File: src/rtl/vga_timing_gen.sv
// vga_timing_gen: parametrised VGA raster timing with pixel divider, frame/game pulses and registered blanked colour and syncs
module vga_timing_gen #(
  parameter int   CLK_DIV     = 2,
  parameter int   H_ACTIVE    = 640,
  parameter int   H_FP        = 16,
  parameter int   H_SYNC      = 96,
  parameter int   H_BP        = 48,
  parameter int   V_ACTIVE    = 480,
  parameter int   V_FP        = 10,
  parameter int   V_SYNC      = 2,
  parameter int   V_BP        = 33,
  parameter logic H_POL       = 1'b0,
  parameter logic V_POL       = 1'b0,
  parameter int   TICK_FRAMES = 2,
  parameter int   CW          = 10
) (
  input  logic          mclk,
  input  logic          clr,
  input  logic [7:0]    rgb_in,
  output logic [CW-1:0] hc,
  output logic [CW-1:0] vc,
  output logic          vidon,
  output logic          pix_en,
  output logic          frame_start,
  output logic          game_tick,
  output logic          hsync,
  output logic          vsync,
  output logic [2:0]    red,
  output logic [2:0]    green,
  output logic [1:0]    blue
);
  localparam int H_TOTAL = H_ACTIVE + H_FP + H_SYNC + H_BP;
  localparam int V_TOTAL = V_ACTIVE + V_FP + V_SYNC + V_BP;
  localparam int DW = CLK_DIV > 1 ? $clog2(CLK_DIV) : 1;
  localparam int FW = TICK_FRAMES > 1 ? $clog2(TICK_FRAMES) : 1;
  localparam logic [DW-1:0] DIV_MAX = DW'(CLK_DIV - 1);
  localparam logic [FW-1:0] FC_MAX = FW'(TICK_FRAMES - 1);
  localparam logic [CW-1:0] H_MAX = CW'(H_TOTAL - 1);
  localparam logic [CW-1:0] V_MAX = CW'(V_TOTAL - 1);
  localparam logic [CW-1:0] H_ACT = CW'(H_ACTIVE);
  localparam logic [CW-1:0] V_ACT = CW'(V_ACTIVE);
  localparam logic [CW-1:0] H_SS = CW'(H_ACTIVE + H_FP);
  localparam logic [CW-1:0] H_SE = CW'(H_ACTIVE + H_FP + H_SYNC - 1);
  localparam logic [CW-1:0] V_SS = CW'(V_ACTIVE + V_FP);
  localparam logic [CW-1:0] V_SE = CW'(V_ACTIVE + V_FP + V_SYNC - 1);
  logic [DW-1:0] div_q, div_d;
  logic [CW-1:0] hc_q, hc_d, vc_q, vc_d;
  logic [FW-1:0] fc_q, fc_d;
  logic          hs_q, hs_d, vs_q, vs_d;
  logic [7:0]    rgb_q, rgb_d;
  logic          h_end, v_end;
  // pix_en is masked during clr so no pulse escapes while the raster is being restarted
  always_comb begin
    pix_en      = !clr && div_q == DIV_MAX;
    h_end       = hc_q == H_MAX;
    v_end       = vc_q == V_MAX;
    vidon       = hc_q < H_ACT && vc_q < V_ACT;
    frame_start = pix_en && h_end && v_end;
    game_tick   = frame_start && fc_q == FC_MAX;
    div_d       = div_q == DIV_MAX ? '0 : div_q + 1'b1;
    hc_d        = !pix_en ? hc_q : h_end ? '0 : hc_q + 1'b1;
    vc_d        = !(pix_en && h_end) ? vc_q : v_end ? '0 : vc_q + 1'b1;
    fc_d        = !frame_start ? fc_q : fc_q == FC_MAX ? '0 : fc_q + 1'b1;
    hs_d        = !pix_en ? hs_q : (hc_q >= H_SS && hc_q <= H_SE) ? H_POL : ~H_POL;
    vs_d        = !pix_en ? vs_q : (vc_q >= V_SS && vc_q <= V_SE) ? V_POL : ~V_POL;
    rgb_d       = !pix_en ? rgb_q : vidon ? rgb_in : 8'h00;
  end
  always_ff @(posedge mclk) begin
    if (clr) begin
      div_q <= '0;
      hc_q  <= '0;
      vc_q  <= '0;
      fc_q  <= '0;
      hs_q  <= ~H_POL;
      vs_q  <= ~V_POL;
      rgb_q <= '0;
    end else begin
      div_q <= div_d;
      hc_q  <= hc_d;
      vc_q  <= vc_d;
      fc_q  <= fc_d;
      hs_q  <= hs_d;
      vs_q  <= vs_d;
      rgb_q <= rgb_d;
    end
  end
  assign hc    = hc_q;
  assign vc    = vc_q;
  assign hsync = hs_q;
  assign vsync = vs_q;
  assign red   = rgb_q[7:5];
  assign green = rgb_q[4:2];
  assign blue  = rgb_q[1:0];
endmodule
File: config.mk
export PLATFORM = sky130hd
export DESIGN_NAME = vga_timing_gen
export DESIGN_NICKNAME = d
export VERILOG_FILES = /design/src/rtl/vga_timing_gen.sv
export SDC_FILE = /design/constraint.sdc
export NUM_CORES = 1
export LEC_CHECK = 0
export BUFFER_PORTS_ARGS = -buffer_cell sky130_fd_sc_hd__buf_4
export CORE_UTILIZATION = 54
export DETAILED_ROUTE_END_ITERATION = 16
export PLACE_DENSITY_LB_ADDON = 0.2
export REMOVE_ABC_BUFFERS = 1
export SYNTH_ARGS = -nofsm -noshare
export SYNTH_HDL_FRONTEND = slang
export SYNTH_SLANG_ARGS = --single-unit
export TNS_END_PERCENT = 100
File: constraint.sdc
create_clock -name mclk -period 7 [get_ports mclk]
set_clock_uncertainty 0.15 [all_clocks]
set_input_delay 0.7 -clock mclk [delete_from_list [all_inputs] [get_ports mclk]]
set_output_delay 0.7 -clock mclk [all_outputs]
set_load 0.005 [all_outputs]
# Yosys cells after proc, flatten, opt, wreduce, memory -nomap -nowiden
# Index checks and enable logic that the tools add are counted.
# totals
word_cells,34
ram_bits,0
output_inout_bits,34
in_bits,10
mem_bits_ro,0
ff_bits,32
n_memories,0
latch_bits,0
# classes
shift,0
magnitude_cmp,6
multipliers,0
div,0
muxes,6
n_reduce_logical,9
eq_ne,2
bitwise,0
n_addsub,4
# ops
operator,count
$add 10x1->10 const B,2
$eq 10x10->1 const B,2
$mux 10,2
$ge 10x10->1 const B,1
$ge 10x9->1 const B,1
$le 10x10->1 const B,1
$le 10x9->1 const B,1
$lt 10x10->1 const B,1
$lt 10x9->1 const B,1
$mux 8,1
$logic_and 1x1->1,7
$mux 1,3
$add 1x1->1 const B,2
$reduce_or 2->1,1
$logic_not 1->1,1

# Depth between registers and ports, before layout
# depth
depth_word,5
depth_mapped,8
depth_no_buf,6

# Worst setup path after synthesis
# Ideal clock, no wire load.
# synth_timing
path_type,in2out
startpoint,in clr
endpoint,out game_tick
t_required_ns,6.150
t_arrival_ns,2.257
path_buffers,4
stages,8
slack_ns,3.893
path_cell_list,clkbuf_1 > nand2b_1 > clkbuf_1 > or4_4 > buf_6 > clkbuf_1 > nor2_1 > and2_1
# synth_between
elab_chain_cells,5
# synth_rtl
element,line_no,text
start: declaration,18,"input logic clr,"
$logic_not 1->1,54,pix_en = !clr && div_q == DIV_MAX;
$logic_and 1x1->1,54,
$logic_and 1x1->1 (2 in series),58,frame_start = pix_en && h_end && v_end;
via frame_start,24,"output logic frame_start,"
$logic_and 1x1->1,59,game_tick = frame_start && fc_q == FC_MAX;
end: declaration,25,"output logic game_tick,"
# The timed path passes the listed nets, and every way through them passes these cells.

# Final worst setup path
# layout_timing
startpoint,"reg hc_q[5], in the netlist hc[5]"
endpoint,out game_tick
# layout_between
elab_chain_cells,4
# layout_rtl
element,line_no,text
start: declaration,47,"logic [CW-1:0] hc_q, hc_d, vc_q, vc_d;"
start signal: assignment,71,hc_q <= '0;
start signal: assignment,79,hc_q <= hc_d;
$eq 10x10->1,55,h_end = hc_q == H_MAX;
$logic_and 1x1->1 (2 in series),58,
$logic_and 1x1->1,59,
# Every way passes these cells.

==> reports/results.txt <==
outcome: finished clean
Critical Path Source Type: register
hold_buf cts: 0
Flop pwr share: 0.579
first-pass GRT wire length: 5106 um
die height: 53.73 um
largest cells by area after synthesis: dfxtp_1 44%, a22o_1 4.8%, a21oi_1 4.2%, nor3_1 4.2%, ha_1 3.5%
Clk pwr share: 0.358
DIE AREA: 0.002887 mm2
Worst EP required: 6.15 ns
Comb pwr share: 0.063
MaxCap Viol Count: 0
cts repair resizes: 0
Worst Path Max Fanout: 19
gpl congestion: 0.8652
largest family of logic cells by synthesized area: simple AND/OR/NAND/NOR gates
Initial Util: 0.5781
fmax: 314.2 MHz
Worst setup EP type: output pin
Cell Pwr Density: 178.0 mW/mm2
final setup TNS: 0 ns
post-CTS setup buffers: 0
synth unique cells: 32
H-tree levels: 2
CTS tree: yes
largest net degree at the start of global routing: 20
clk_lat worst skew: 0.33 ns
CP Class: register to output pin
Gate Count Post-Synth: 162
endpoints failing hold: 0
initial drt markers: 30
most frequent cells in the layout: 43 x buf_4, 32 x dfxtp_1, 12 x a21oi_1, 12 x nor3_1, 11 x nand2_1
CTS buffer count: 5
Synth Area in Compound Gates: 0.1593
antenna-violating nets left: 0
P_int: 254.6 uW
DRC viols: 0
fill count: 197
Synth warnings: 0
HP Start: fc_q
Worst Tran Pin Value: 0.8809 ns
sw frac: 0.2227
post-synth top area share: 0.4433
total track usage: 0.2516
Post-Route WL: 3348 um
DP Area: 0.001775 mm2
Hold Crit Class: register to register
vias in the first global route: 1192
root buffer cell: clkbuf_4
number of vias per cell: 5.860
Critical R2R Launch: hc[5]
most common cell after layout, fill and taps aside: buf_4
clock period minus final worst setup slack: 3.183 ns
first drt pass iteration count: 4
Hold Crit Depth: 2
Synth Area in Adders: 0.03463
WHS Endpoint: fc_q
sequential-to-total area share from yosys stat: 0.4433
Synth Area in Simple Gates: 0.2727
Worst EP arrival: 2.33 ns
CTS Sinks: 32
setup slack, reg-to-reg: 4.51 ns
cell row count: 18
Post-Synth XOR/XNOR Area: 0.04848
Final Slew Violations: 0
via count: 1383
gr ovfl total: 0
initial antenna violation count: 0
Reg2Reg Depth: 4
P&R area growth vs syn: 27.36%
leakage: 0.7142 nW
# diodes: 0
multiplexer share of the synthesized area: 0
layout cell share with drive strength beyond 1: 0.2718
RSZ-0062 raised after global routing: no
core area: 0.002500 mm2
final hold slack: 0.3373 ns
worst reg2reg endpoint: vc[5]
Routed WL per cell: 14.19 um
Detailed Place HPWL: 2471 um
Synth Register Bits: 32
die width: 53.73 um
area leader, netlist: dfxtp_1
mean area per synthesized cell: 8.921 um2
deepest clock path buffer count: 2
Mapped Area: 0.001445 mm2
overall power: 327.5 uW
final instance area: 0.001841 mm2
io pins: 44
Setup-failing EPs final: 0
max_slew headroom: 0.4082
Worst IR Drop VDD: 0.2019 mV
Final period util: 0.4547
Final #Nets: 220
switching pwr: 72.94 uW
IO Port Bufs: 43
clock-pin slew on the worst setup and hold paths: 0.09 ns
-- final cells by class --
cell class,instances,area (um2),share of cell area
Multi-Input combinational cell,116,744.5,0.4045
Sequential cell,32,640.6,0.3481
Timing Repair Buffer,43,322.8,0.1754
Clock buffer,7,65.06,0.03535
Tap cell,30,37.54,0.02039
Inverter,8,30.03,0.01632
-- sequential cells by signal, summed over array words and instances, names as in the netlist --
name,cells
vsync,1
div_q,1
hsync,1
vc,10
rgb_q,8
fc_q,1
hc,10
-- synthesized netlist by cell type (all sizes together) --
library cell	n
or4b	1
a32o	1
or4	5
nand3	5
nand4	7
nand2b	1
or3	8
and4b	1
o21ai	8
dfxtp	32
buf	1
xnor2	4
and2	2
nor4b	2
a22o	8
o21bai	1
nand2	11
and3	1
nand3b	1
nor2	9
a21oi	12
clkbuf	5
or2	1
inv	8
xor2	4
ha	4
o31ai	4
nor4	2
a31o	1
nor3	12
-- stage by stage --
step | util | instances | worst slack, ns
finish | 0.7362 | 236 | 3.817
global route | 0.7362 | 236 | 3.716
CTS | 0.7362 | 236 | 3.803
detailed placement | 0.7102 | 229 | 3.938
floorplan | - | 156 | 4.299
global placement | 0.7102 | 229 | 3.979
-- power groups by stage --
| stage | sequential (mW) | combinational (mW) | clock, mW |
|---|---|---|---|
| after floorplan | 0.193 | 0.00768 | 0 |
| after global placement | 0.194 | 0.0201 | 0 |
| after detailed placement | 0.194 | 0.0209 | 0 |
| after CTS | 0.190 | 0.0210 | 0.119 |
| after global routing | 0.190 | 0.0227 | 0.127 |
| final | 0.190 | 0.0207 | 0.117 |
-- layer usage --
metal / up-vias / routed length (um) / global-route usage
met3: 8 / 169 / 0.06497
met4: 0 / 67 / 0.1447
met5: - / 0 / 0
met1: 639 / 1387 / 0.2842
li1: 690 / - / -
met2: 46 / 1724 / 0.4239
-- critical path, cell delays in order (launching register included) --
cell and delay [ns]:
dfxtp_1 0.38, or4b_4 0.57, or4_4 0.65, nor2_1 0.16
and2_1 0.14, buf_4 0.10
-- worst max-delay path by stage --
stage                     start        end  slack, ns
final                     hc[5]  game_tick       3.82
after global routing      hc[8]  game_tick       3.72
after detailed placement    clr  game_tick       3.94
after floorplan             clr  game_tick       4.30
after CTS                 hc[5]  game_tick       3.80
after global placement      clr  game_tick       3.98
-- logic make-up after synthesis --
| logic type | count (synthesis) |
|---|---|
| buffers and inverters | 14 |
| AO/OA/AOI/OAI | 35 |
| flip-flops | 32 |
| XOR/XNOR | 8 |
| adder cells (fa/ha/maj) | 4 |
| AND/OR/NAND/NOR | 69 |
Note: power is estimated with default switching activity, not from simulation.
